`config.mk`:
```
export PLATFORM = sky130hd
export DESIGN_NAME = swervolf_board_io
export DESIGN_NICKNAME = d
export VERILOG_FILES = /design/src/rtl/swervolf_board_io_pkg.sv /design/src/rtl/swervolf_debounce.sv /design/src/rtl/swervolf_board_io.sv
export SDC_FILE = /design/constraint.sdc
export NUM_CORES = 1
export LEC_CHECK = 0
export BUFFER_PORTS_ARGS = -buffer_cell sky130_fd_sc_hd__buf_2
export CAP_MARGIN = 0
export CORE_ASPECT_RATIO = 1.25
export CORE_MARGIN = 2
export CORE_UTILIZATION = 35
export CTS_BUF_LIST = sky130_fd_sc_hd__clkbuf_16
export CTS_CLUSTER_SIZE = 28
export DETAILED_ROUTE_END_ITERATION = 10
export GPL_TIMING_DRIVEN = 0
export SYNTH_ARGS = -nofsm -noshare
export SYNTH_HDL_FRONTEND = slang
export SYNTH_SLANG_ARGS = --single-unit
```
`constraint.sdc`:
```
create_clock -name clk -period 2.39 [get_ports clk]
set_clock_uncertainty 0.2 [all_clocks]
set_input_delay 0.3585 -clock clk [delete_from_list [all_inputs] [get_ports clk]]
set_output_delay 0.3585 -clock clk [all_outputs]
set_load 0.01 [all_outputs]
```
`src/rtl/swervolf_board_io_pkg.sv`:
```
// Shared constants and width helper for the SweRVolf board I/O front-end.
package swervolf_board_io_pkg;

   localparam int PWM_W = 8;
   localparam logic [PWM_W-1:0] PWM_FULL = 8'hFF;

   localparam int DEF_TICK_DIV  = 1000;
   localparam int DEF_DEB_TICKS = 8;

   // Ceiling log2, clamped to 1 so degenerate parameters still yield a legal vector width.
   function automatic int clog2_min1(input int value);
      int width;
      width = 0;
      while ((1 << width) < value) begin
         width = width + 1;
      end
      return (width < 1) ? 1 : width;
   endfunction

endpackage

```
`src/rtl/swervolf_debounce.sv`:
```
// One switch channel: metastability chain, tick-driven debounce, and rise/fall event pulses.
module swervolf_debounce
   import swervolf_board_io_pkg::*;
#(
   parameter int SYNC_STAGES = 2,
   parameter int DEB_TICKS   = DEF_DEB_TICKS
) (
   input  logic clk,
   input  logic rstn,
   input  logic tick,
   input  logic sw_raw,
   output logic sw_level,
   output logic sw_rise,
   output logic sw_fall
);

   localparam int CNT_W = clog2_min1(DEB_TICKS) + 1;
   localparam logic [CNT_W-1:0] CNT_LAST = CNT_W'(DEB_TICKS - 1);

   logic [SYNC_STAGES-1:0] sync_q;
   logic [CNT_W-1:0]       cnt;
   logic                   sw_sync;

   assign sw_sync = sync_q[SYNC_STAGES-1];

   // Any return to agreement discards progress; a new level is accepted on the tick that completes the run.
   always_ff @(posedge clk) begin
      if (!rstn) begin
         sync_q   <= '0;
         cnt      <= '0;
         sw_level <= 1'b0;
         sw_rise  <= 1'b0;
         sw_fall  <= 1'b0;
      end else begin
         sync_q  <= {sync_q[SYNC_STAGES-2:0], sw_raw};
         sw_rise <= 1'b0;
         sw_fall <= 1'b0;
         if (sw_sync == sw_level) begin
            cnt <= '0;
         end else if (tick) begin
            if (cnt >= CNT_LAST) begin
               sw_level <= sw_sync;
               cnt      <= '0;
               sw_rise  <= sw_sync;
               sw_fall  <= ~sw_sync;
            end else begin
               cnt <= cnt + CNT_W'(1);
            end
         end
      end
   end

endmodule

```
`src/rtl/swervolf_board_io.sv`:
```
// Board pin front-end: debounced switches with edge events, PWM-dimmed LEDs, idle-safe UART TX mux.
module swervolf_board_io
   import swervolf_board_io_pkg::*;
#(
   parameter int SW_WIDTH    = 16,
   parameter int LED_WIDTH   = 16,
   parameter int SYNC_STAGES = 2,
   parameter int TICK_DIV    = DEF_TICK_DIV,
   parameter int DEB_TICKS   = DEF_DEB_TICKS,
   parameter int UART_SRCS   = 2,
   parameter int SEL_W       = 1
) (
   input  logic                 clk,
   input  logic                 rstn,
   input  logic [SW_WIDTH-1:0]  i_sw,
   output logic [SW_WIDTH-1:0]  o_sw,
   output logic [SW_WIDTH-1:0]  o_sw_rise,
   output logic [SW_WIDTH-1:0]  o_sw_fall,
   input  logic [LED_WIDTH-1:0] i_led,
   input  logic [PWM_W-1:0]     i_led_duty,
   output logic [LED_WIDTH-1:0] o_led,
   input  logic [UART_SRCS-1:0] i_uart_tx,
   input  logic [SEL_W-1:0]     i_uart_sel,
   output logic                 o_uart_tx
);

   localparam int PRESC_W = clog2_min1(TICK_DIV);
   localparam logic [PRESC_W-1:0] PRESC_LAST = PRESC_W'(TICK_DIV - 1);
   localparam int TX_PAD = 2 ** SEL_W;
   localparam logic [SEL_W:0] SRC_COUNT = (SEL_W + 1)'(UART_SRCS);

   logic [PRESC_W-1:0]   presc;
   logic                 tick;
   logic [PWM_W-1:0]     pwm;
   logic [LED_WIDTH-1:0] led_r;
   logic                 led_on;
   logic [SEL_W-1:0]     cur;
   logic [TX_PAD-1:0]    tx_pad;
   logic                 sel_ok;
   logic                 do_switch;

   assign tick = (presc == PRESC_LAST);

   always_ff @(posedge clk) begin
      if (!rstn) begin
         presc <= '0;
      end else if (presc == PRESC_LAST) begin
         presc <= '0;
      end else begin
         presc <= presc + PRESC_W'(1);
      end
   end

   for (genvar g = 0; g < SW_WIDTH; g++) begin : g_sw
      swervolf_debounce #(
         .SYNC_STAGES (SYNC_STAGES),
         .DEB_TICKS   (DEB_TICKS)
      ) u_debounce (
         .clk      (clk),
         .rstn     (rstn),
         .tick     (tick),
         .sw_raw   (i_sw[g]),
         .sw_level (o_sw[g]),
         .sw_rise  (o_sw_rise[g]),
         .sw_fall  (o_sw_fall[g])
      );
   end

   // Full duty bypasses the compare so 255 really means always on.
   assign led_on = (i_led_duty == PWM_FULL) || (pwm < i_led_duty);

   always_ff @(posedge clk) begin
      if (!rstn) begin
         pwm   <= '0;
         led_r <= '0;
         o_led <= '0;
      end else begin
         pwm   <= pwm + PWM_W'(1);
         led_r <= i_led;
         o_led <= led_r & {LED_WIDTH{led_on}};
      end
   end

   // Padding the TX vector to the select range keeps indexing legal; range is checked separately.
   assign tx_pad = TX_PAD'(i_uart_tx);

   always_comb begin
      sel_ok    = ({1'b0, i_uart_sel} < SRC_COUNT);
      do_switch = sel_ok && (i_uart_sel != cur) && tx_pad[cur] && tx_pad[i_uart_sel];
   end

   // Switching only while both lines idle high avoids chopping a frame on either source.
   always_ff @(posedge clk) begin
      if (!rstn) begin
         cur       <= '0;
         o_uart_tx <= 1'b1;
      end else begin
         o_uart_tx <= tx_pad[cur];
         if (do_switch) begin
            cur <= i_uart_sel;
         end
      end
   end

endmodule
```
==> results of run 1 <==
## final cells by class
cell class	count	area (um^2)	share of cell area [%]
Buffer	84	532	5.54
Clock buffer	17	425	4.43
Clock inverter	15	143	1.48
Inverter	8	30.0	0.313
Multi-Input combinational cell	544	3300	34.4
Sequential cell	196	3930	40.9
Tap cell	279	349	3.63
Timing Repair Buffer	144	898	9.35
## cells in the final DEF, fill, tap and decap left out, types with 3 or more instances in the layout
| master | count |
|---|---|
| xnor2_1 | 5 |
| nor4b_1 | 13 |
| nor4_1 | 10 |
| clkbuf_2 | 7 |
| o211ai_1 | 16 |
| inv_6 | 5 |
| clkbuf_4 | 3 |
| a31oi_1 | 3 |
| clkinvlp_4 | 4 |
| or3_1 | 3 |
| ha_1 | 24 |
| nand2_1 | 106 |
| buf_2 | 112 |
| and3_1 | 17 |
| xor2_1 | 23 |
| dfxtp_1 | 195 |
| a21oi_1 | 79 |
| nand4b_1 | 3 |
| nand4_1 | 5 |
| and2_1 | 57 |
| buf_4 | 52 |
| dlygate4sd3_1 | 35 |
| clkbuf_16 | 17 |
| clkbuf_1 | 18 |
| nor2_1 | 53 |
| nor4_2 | 6 |
| o21ai_0 | 13 |
| nand3b_1 | 15 |
| nand3_1 | 51 |
| inv_1 | 8 |
| o31ai_1 | 16 |
## flip-flops by register name (all words and copies together), names as in the netlist, 8 cells and up
name	count
g_sw.u_debounce.cnt	64
g_sw.u_debounce.sw_fall	16
pwm	8
presc	10
o_led	16
g_sw.u_debounce.sw_level	16
g_sw.u_debounce.sw_rise	16
g_sw.u_debounce.sync_q	32
led_r	16
## worst register-to-register path, delay by kind of cell, from the launching register on
kind	cells	cell delay, ns
buffers and inverters	1	0.16
AO/OA/AOI/OAI	1	0.16
AND/OR/NAND/NOR	3	1.28
flip-flops	1	0.41
## metal layers
metal	up-vias	wire length, um
met1	2903	8200
li1	3174	-
met4	0	521
met3	30	978
met5	-	0
met2	185	8780
## cells in the mapped netlist (17+ instances only)
| cell type | instances | area share, % |
|---|---|---|
| dfxtp_1 | 196 | 51 |
| nand2_1 | 106 | 5.2 |
| a21oi_1 | 79 | 5.2 |
| and2_1 | 57 | 4.7 |
| nor2_1 | 53 | 2.6 |
| nand3_1 | 51 | 3.3 |
| buf_4 | 48 | 4.7 |
| clkbuf_1 | 28 | 1.4 |
| ha_1 | 25 | 4.1 |
| xor2_1 | 23 | 2.6 |
| and3_1 | 17 | 1.4 |
| nor4_1 | 17 | 1.4 |
## per-stage QoR
| stage | worst slack, ns | cell area [um^2] | utilization (%) |
|---|---|---|---|
| 6_report | 0.109 | 9610 | 44.6 |
| 5_1_grt | 0.0165 | 9610 | 44.6 |
| 4_1_cts | 0.00786 | 9530 | 44.2 |
| 3_5_place_dp | -0.272 | 8550 | 39.7 |
| 3_3_place_gp | -0.285 | 8550 | 39.7 |
| 2_1_floorplan | 0.274 | 7660 | - |
## path summary, 6_finish.rpt
kind,start,to,slack [ns]
worst max-delay path,presc[5],g_sw[0].u_debounce.cnt[2],0.11
worst min-delay path,i_uart_tx[1],cur,0.03
worst max register to register,presc[5],g_sw[0].u_debounce.cnt[2],0.11
worst min register to register,led_r[3],o_led[3],0.21
## logic make-up after synthesis
kind of cell / after synthesis / share of synthesized area [%]
AO/OA/AOI/OAI: 137 / 10.5
XOR/XNOR: 28 / 3.20
adder cells (fa/ha/maj): 25 / 4.08
buffers and inverters: 93 / 7.04
flip-flops: 196 / 51.2
multiplexers: 1 / 0.131
AND/OR/NAND/NOR: 353 / 23.8
## timing repair
action,4_1_cts,5_1_grt
hold endpoints to repair,34,0
setup buffers,0,1
endpoints found under the setup margin,99,112
hold buffers,35,0
pin swaps,0,2
resized for setup,15,22
## report_power, final
part           switching, uW  internal [uW]  total [uW]
combinational            122            126         248
sequential              33.9           3320        3360
clock                   1300           1460        2770
total                   1460           4910        6370
==> out/results.ini, run 1 <==
[timing]
hold-worst-slack_ns = 0.0322
setup_violations = 0
tightestPinTransition_ns = 0.781
slew_viol_final = 0
hold_viol = 0
grt_setup_unrepaired = no
period_share_pct = 95.4
slew_headroom_pct = 47.9
setup_tns_ns = 0
max_freq_mhz = 438
min_period_ns = 2.28

[setup_path]
slowest_delay_ns = 0.50
worstPathCellList = nand4_1 -> or3_4 -> buf_4 -> or4b_1 -> a31oi_1
crit_arrival_ns = 2.44
cp.depth = 5
worst-path-buf-inv = 1
required_ns = 2.55
cp_top_family = simple AND/OR/NAND/NOR gates
endpoint_kind = register
worstSetupPathType = register to register
rr_worst_depth = 5
cp_max_fo = 8
start_kind = register
slowest_stage = or3_4

[yosys]
ys_warn_count = 0
syn_inst = 833
ys.flop_type = dfxtp_1
synth_area_per_cell_um2 = 9.20
synth_fp_nets = 903
ys_ff_latch = 196
synth_area_um2 = 7660
synth_cell_types = 42
ys_seq_area_share_pct = 51.2
synth_edf_count = 0
async_reset_ff_share_pct = 0

[global_routing]
grt_util_met3_pct = 3.26
grt_overflow_total = 0
grt_busiest_layer = met2
met1_usage_pct = 21.0
grt_use_met2_pct = 27.4
grt_max_degree = 19
grt_pass1_wl_um = 29800
antenna_found_initial = 0
grt_pass1_vias = 5999
globalRouteTotalUtil_pct = 16.6

[hold_path]
hold_path_class = input port to register
hold_depth = 3

[detailed_routing]
postRouteAntennaNets = 0
drtIter0Drc = 370
wl_per_cell_um = 14.4
vias_per_cell = 4.89
routed_wl_um = 18500
remaining_drc_errors = 0
firstDrtPassIters = 5
num_vias = 6292

[finish]
syn2layout_area_growth_pct = 25.3
drive_above_1_share_pct = 22.0
nNetsFinal = 1065
n_antenna_cell = 0
final_cell_count_no_fill = 1287
num-fill-cells = 2120

[die]
die-width_um = 136
start_util_pct = 35.6
core_um2 = 21500
ios = 110
die_h_um = 169
row_count = 60
dieArea_um2 = 23100

[power_and_ir_drop]
p_total_uw = 6370
p_per_area_nw_per_um2 = 663
ir_drop_mv = 0.512
p_leak_uw = 0.00398

[clocking]
clkSinkCount = 196
numCtsBuffers = 17
clkTransAtPathRegs_ns = 0.07
clock_path_buffers = 2
htreeDepth = 4
ctsRootBufferMaster = clkbuf_16
cts_tree = built
clock_latency_ns = 0.43

[run_status]
status = complete, no violations

[place]
placed_cells = 1220
routabilityCongestion = 0.797
portBuffers = 108
place_hpwl_um = 12800

[run]
drv_cap = 0

No activity file was read; power rests on OpenSTA's default activity.
==> inputs of run 2 (changes only) <==
--- a/config.mk
+++ b/config.mk
@@ -12,3 +12,3 @@
 export CORE_UTILIZATION = 35
-export CTS_BUF_LIST = sky130_fd_sc_hd__clkbuf_16
+export CTS_BUF_LIST = sky130_fd_sc_hd__clkbuf_4
 export CTS_CLUSTER_SIZE = 28
==> constraint.sdc (replaced) <==
create_clock -name clk -period 2.39 [get_ports clk]
set_clock_uncertainty 0.2 [all_clocks]
set_input_delay 0.1195 -clock clk [delete_from_list [all_inputs] [get_ports clk]]
set_output_delay 0.1195 -clock clk [all_outputs]
set_load 0.01 [all_outputs]
==> run 2 against run 1 <==
  * Routed wire length up 2.3%
  * Clock power down 38%
  * Global-route usage up 0.19 points
  * First-iteration DRC count up 8.9%
  * Critical path depth unchanged
  * Critical endpoint unchanged
  * Count of clock-buffer cells in the layout unchanged
  * Power down 16%
==> out/results.ini, run 2 (synthesis results as in run 1) <==
[setup_path]
worst-path-buf-inv = 0
endpoint = g_sw[0].u_debounce.cnt[2]
cp_top_family = simple AND/OR/NAND/NOR gates
timing.rr.end = g_sw[0].u_debounce.cnt[2]
slowest_delay_ns = 0.53
required_ns = 2.73
r2r_start = presc[0]
cp.depth = 5
r2r_slack_ns = 0.10
endpoint_kind = register
worstSetupPathType = register to register
crit_path_start = presc[0]
worstPathCellList = ha_2 -> nand4b_1 -> or3_2 -> or4b_1 -> a31oi_1
rr_worst_depth = 5
cp_max_fo = 4
start_kind = register
slowest_stage = or3_2
crit_arrival_ns = 2.63

[clocking]
clock_path_buffers = 2
ctsRootBufferMaster = clkbuf_4
clock_latency_ns = 0.60
numCtsBuffers = 17
clkSinkCount = 196
htreeDepth = 4
cts_tree = built
clkTransAtPathRegs_ns = 0.17

[power_and_ir_drop]
p_int_uw = 4020
ir_drop_mv = 0.282
power_frac_seq_pct = 62.7
switching_power_uw = 1350
p_leak_uw = 0.00396
swShare_pct = 25.1
pwr-share-clk_pct = 32.1
p_comb_share_pct = 5.2
p_per_area_nw_per_um2 = 564

[die]
ios = 110
die-width_um = 136
start_util_pct = 35.6
row_count = 60
die_h_um = 169
core_um2 = 21500
dieArea_um2 = 23100

[global_routing]
grt_pass1_vias = 6121
antenna_found_initial = 1
globalRouteTotalUtil_pct = 16.8
met1_usage_pct = 20.8
grt_use_met2_pct = 28.2
grt_max_degree = 19
grt_busiest_layer = met2
grt_overflow_total = 0
grt_pass1_wl_um = 30200
grt_util_met3_pct = 3.32

[detailed_routing]
postRouteAntennaNets = 0
remaining_drc_errors = 0
firstDrtPassIters = 5
wl_per_cell_um = 14.4
routed_wl_um = 18900
vias_per_cell = 4.88
drtIter0Drc = 403
num_vias = 6385

[timing]
layout_setup_ws_ns = 0.100
hold-worst-slack_ns = 0.0516
slew_headroom_pct = 48.9
period_share_pct = 95.8
hold_viol = 0
max_freq_mhz = 437
tightestPinTransition_ns = 0.767
min_period_ns = 2.29
slew_viol_final = 0
setup_violations = 0

[place]
routabilityCongestion = 0.797
place_hpwl_um = 12800
pre_cts_slack_ns = -0.272
portBuffers = 108

[finish]
syn2layout_area_growth_pct = 24.2
regMostFlops = g_sw.u_debounce.cnt
num-fill-cells = 2136
largest_registers = g_sw.u_debounce.cnt (64), g_sw.u_debounce.sync_q (32)
drive_above_1_share_pct = 22.0
layout_commonest_cell = dfxtp_1
nNetsFinal = 1086
final_cell_mix = 194 x dfxtp_1, 111 x buf_2, 106 x nand2_1
largest_reg_flops = 64

[hold_path]
hold_path_class = input port to register

[run_status]
status = complete, no violations

[run]
drv_cap = 0

run 2: timing repair:
item / 4_1_cts / 5_1_grt
resized for setup: 16 / 26
setup endpoints to repair: 108 / 91
cloned: 0 / 1
buffers inserted: 0 / 2
hold buffers: 54 / 0
pin swaps: 0 / 3
hold endpoints to repair: 59 / 0
run 2: metal layers:
metal	up-vias	wire [um]
met1	2985	8450
met5	-	0
met3	24	873
met2	157	9190
met4	0	391
li1	3219	-
run 2: power by group through the flow:
| stage | logic [uW] | clock network (uW) | registers [uW] |
|---|---|---|---|
| after CTS | 270 | 1780 | 3360 |
| after global placement | 201 | 0 | 3430 |
| final | 277 | 1720 | 3360 |
| after detailed placement | 202 | 0 | 3430 |
| after global routing | 307 | 1920 | 3370 |
| after floorplan | 104 | 0 | 3430 |
run 2: metrics by stage:
stage                     cell area [um^2]  cells  TNS (ns)  util [%]  total power, uW
after floorplan                       7660    833         0         -             3530
after global placement                8550   1220     -6.35      39.7             3630
after CTS                             9420   1305         0      43.7             5410
final                                 9520   1309         0      44.2             5370
after detailed placement              8550   1220     -5.84      39.7             3630
after global routing                  9520   1309   -0.0995      44.2             5600
run 2: how the worst min path moves through the flow:
stage,cells past startpoint,end,slack [ns],start
2_1_floorplan,2,o_uart_tx,0.04,i_uart_tx[0]
3_3_place_gp,2,led_r[15],0.13,i_led[15]
3_5_place_dp,2,led_r[8],0.13,i_led[8]
4_1_cts,3,led_r[0],0.0008,i_led[0]
5_1_grt,3,led_r[2],0.02,i_led[2]
6_report,3,led_r[3],0.05,i_led[3]
run 2: worst register-to-register path, delay by kind of cell (launching register included):
| family | cells | cell delay (ns) |
|---|---|---|
| adders and majority gates | 1 | 0.21 |
| DFF | 1 | 0.38 |
| AOI/OAI and AO/OA | 1 | 0.16 |
| and+or+nand+nor | 3 | 1.31 |
run 2: area by class of cell:
| type | count | area, um^2 | share of cell area, % |
|---|---|---|---|
| Sequential cell | 196 | 3930 | 41.3 |
| Multi-Input combinational cell | 545 | 3310 | 34.7 |
| Timing Repair Buffer | 164 | 1100 | 11.5 |
| Buffer | 84 | 534 | 5.61 |
| Tap cell | 279 | 349 | 3.67 |
| Clock inverter | 15 | 143 | 1.50 |
| Clock buffer | 17 | 128 | 1.34 |
| Inverter | 8 | 30.0 | 0.315 |
| Antenna cell | 1 | 2.50 | 0.0263 |
==> inputs of run 3 (changes only) <==
- MAX_ROUTING_LAYER: default -> met4
- SLEW_MARGIN: default -> 20
- SYNTH_HIERARCHICAL: default -> 1
==> run 3 against run 2 <==
  * Flip-flop and latch count unchanged
  * Combinational power is 2% higher
  * Largest cell class unchanged
  * Non-clock buffer count shrank 77
  * Cell count down 11%
  * Highest routed layer unchanged
  * Die area fell by 2.7%
  * Worst hold slack improved by 0.028 ns
==> out/results.ini, run 3 <==
[run_status]
status = complete, no violations

[yosys]
ys_seq_area_share_pct = 52.7
synthMostInstantiatedCell = dfxtp_1
synth_fp_nets = 765
ys.flop_type = dfxtp_1
syn_inst = 695
synth_cell_types = 43
synth.area.top_cells = dfxtp_1 53%, and2_1 4.7%, ha_1 4.2%
async_reset_ff_share_pct = 0
synth.top_cell.area_share_pct = 52.7
yosys-top-cells-count = 196 x dfxtp_1, 56 x and2_1, 54 x nand2_1
synth_area_per_cell_um2 = 10.7
synth_area_um2 = 7450
synth_area_leader_cell = dfxtp_1
ys_ff_latch = 196
ys_warn_count = 6
synth_edf_count = 0

[place]
place_hpwl_um = 8760
pre_cts_slack_ns = -0.00209
portBuffers = 109
routabilityCongestion = 0.741
dpl_cell_area_um2 = 8510

[detailed_routing]
remaining_drc_errors = 0
wl_per_cell_um = 11.3
routed_wl_um = 13200
postRouteAntennaNets = 0
num_vias = 5307
firstDrtPassIters = 4
vias_per_cell = 4.54
drtIter0Drc = 160

[setup_path]
slowest_stage = dfxtp_1
required_ns = 2.69
start_kind = register
worstSetupPathType = register to register
slowest_delay_ns = 0.44
endpoint_kind = register
worstPathCellList = nand4_1 -> nor2_4 -> buf_12 -> clkbuf_4 -> nor2b_4 -> mux2i_1
crit_arrival_ns = 2.50
cp_max_fo = 28

[die]
row_count = 59
die_h_um = 167
start_util_pct = 35.7
dieArea_um2 = 22500
ios = 110
core_um2 = 20900
die-width_um = 134

[clocking]
htreeDepth = 4
ctsRootBufferMaster = clkbuf_4
clkTransAtPathRegs_ns = 0.17
clock_path_buffers = 2
cts_tree = built
numCtsBuffers = 17
clkSinkCount = 196
clock_latency_ns = 0.57

[power_and_ir_drop]
pwr-share-clk_pct = 35.9
ir_drop_mv = 0.299
p_comb_share_pct = 5.0
p_per_area_nw_per_um2 = 605
swShare_pct = 23.3
p_leak_uw = 0.00391
p_int_uw = 4350
p_total_uw = 5680
power_frac_seq_pct = 59.2
switching_power_uw = 1330

[timing]
max_freq_mhz = 456
hold_viol = 0
hold-worst-slack_ns = 0.0796
min_period_ns = 2.19
setup_tns_ns = 0
period_share_pct = 91.7
grt_setup_unrepaired = no
slew_headroom_pct = 58.4
layout_setup_ws_ns = 0.199
setup_violations = 0
tightestPinTransition_ns = 0.625
slew_viol_final = 0

[finish]
layout_commonest_cell = dfxtp_1
final_cell_mix = 194 x dfxtp_1, 109 x buf_2, 56 x and2_1
largest_registers = g_sw.u_debounce/cnt (64), g_sw.u_debounce/sync_q (32)
largest_reg_flops = 64
drive_above_1_share_pct = 26.4
nNetsFinal = 950
design_area_um2 = 9380
regMostFlops = g_sw.u_debounce/cnt
syn2layout_area_growth_pct = 26.0

[global_routing]
grt_overflow_total = 0
grt_pass1_vias = 5017
antenna_found_initial = 1
globalRouteTotalUtil_pct = 12.8
grt_max_degree = 71
grt_pass1_wl_um = 22800

[run]
drv_cap = 0

[hold_path]
hold_path_class = input port to register

-- run 3: cell count changes after synthesis, sizes merged, moves of 16 or more --
cell    change
nor4       -17
nand2      -43
mux2i      +23
nor3b      +36
clkbuf     -24
buf        -55
a21oi      -21
o31ai      -16
nand3      -34
nor3       +26
-- run 3: logic make-up after synthesis --
family,count (synthesis),share of synthesized area (%)
simple gates,306,26.4
fa+ha+maj,25,4.20
flops,196,52.7
xor+xnor,36,4.23
mux,24,3.23
compound gates,80,7.69
buf+inv,28,1.55
-- run 3: path summary, 6_finish.rpt --
path / from / slack [ns] / endpoint / cells after the start
worst min register to register: g_sw[8].u_debounce/sync_q[0] / 0.25 / g_sw[8].u_debounce/sync_q[1] / 1
worst max register to register: presc[5] / 0.20 / g_sw[3].u_debounce/sw_level / 6
worst max-delay path: presc[5] / 0.20 / g_sw[3].u_debounce/sw_level / 6
worst min-delay path: i_led[12] / 0.08 / led_r[12] / 3
-- run 3: timing repair --
action                     4_1_cts  5_1_grt
hold buffers                    50        0
setup buffers                    2        0
hold endpoints to repair       117        0
setup endpoints to repair        1        0
gates resized for setup          0        0
-- run 3: layout make-up --
| type | instances | area, um^2 |
|---|---|---|
| flip-flops and latches | 196 | 3930 |
| fillers | 1982 | 11500 |
| plain buffers | 6 | 35.0 |
| clock buffers | 17 | 128 |
| multi-input cells | 472 | 3480 |
| well taps | 274 | 343 |
| repair buffers | 165 | 1170 |
| inverters | 22 | 82.6 |
| diodes | 2 | 5.00 |
| clock inverters | 15 | 221 |
-- run 3: critical path, delay by kind of cell, from the launching register on --
| family | cells | cell delay [ns] |
|---|---|---|
| mux | 1 | 0.18 |
| flops | 1 | 0.44 |
| buf+inv | 2 | 0.45 |
| simple gates | 3 | 0.85 |
-- run 3: per-layer routing --
layer	GRT usage [%]	vias up	part of all wire (%)
met5	-	-	0
met4	4.94	0	1.7
met3	3.06	15	3.9
met2	21.1	90	48
met1	14.9	2424	46
li1	-	2778	-
-- run 3: power by group through the flow --
stage	logic [uW]	clock network (uW)	registers (uW)
global placement	216	0	3430
finish	282	2040	3360
CTS	285	2130	3360
detailed placement	222	0	3430
global route	316	2260	3370
floorplan	115	0	3430
-- run 3: through the flow --
step / cells / utilization [%]
2_1_floorplan: 695 / -
3_3_place_gp: 1078 / 40.2
3_5_place_dp: 1082 / 40.7
4_1_cts: 1167 / 44.9
5_1_grt: 1169 / 44.9
6_report: 1169 / 44.9
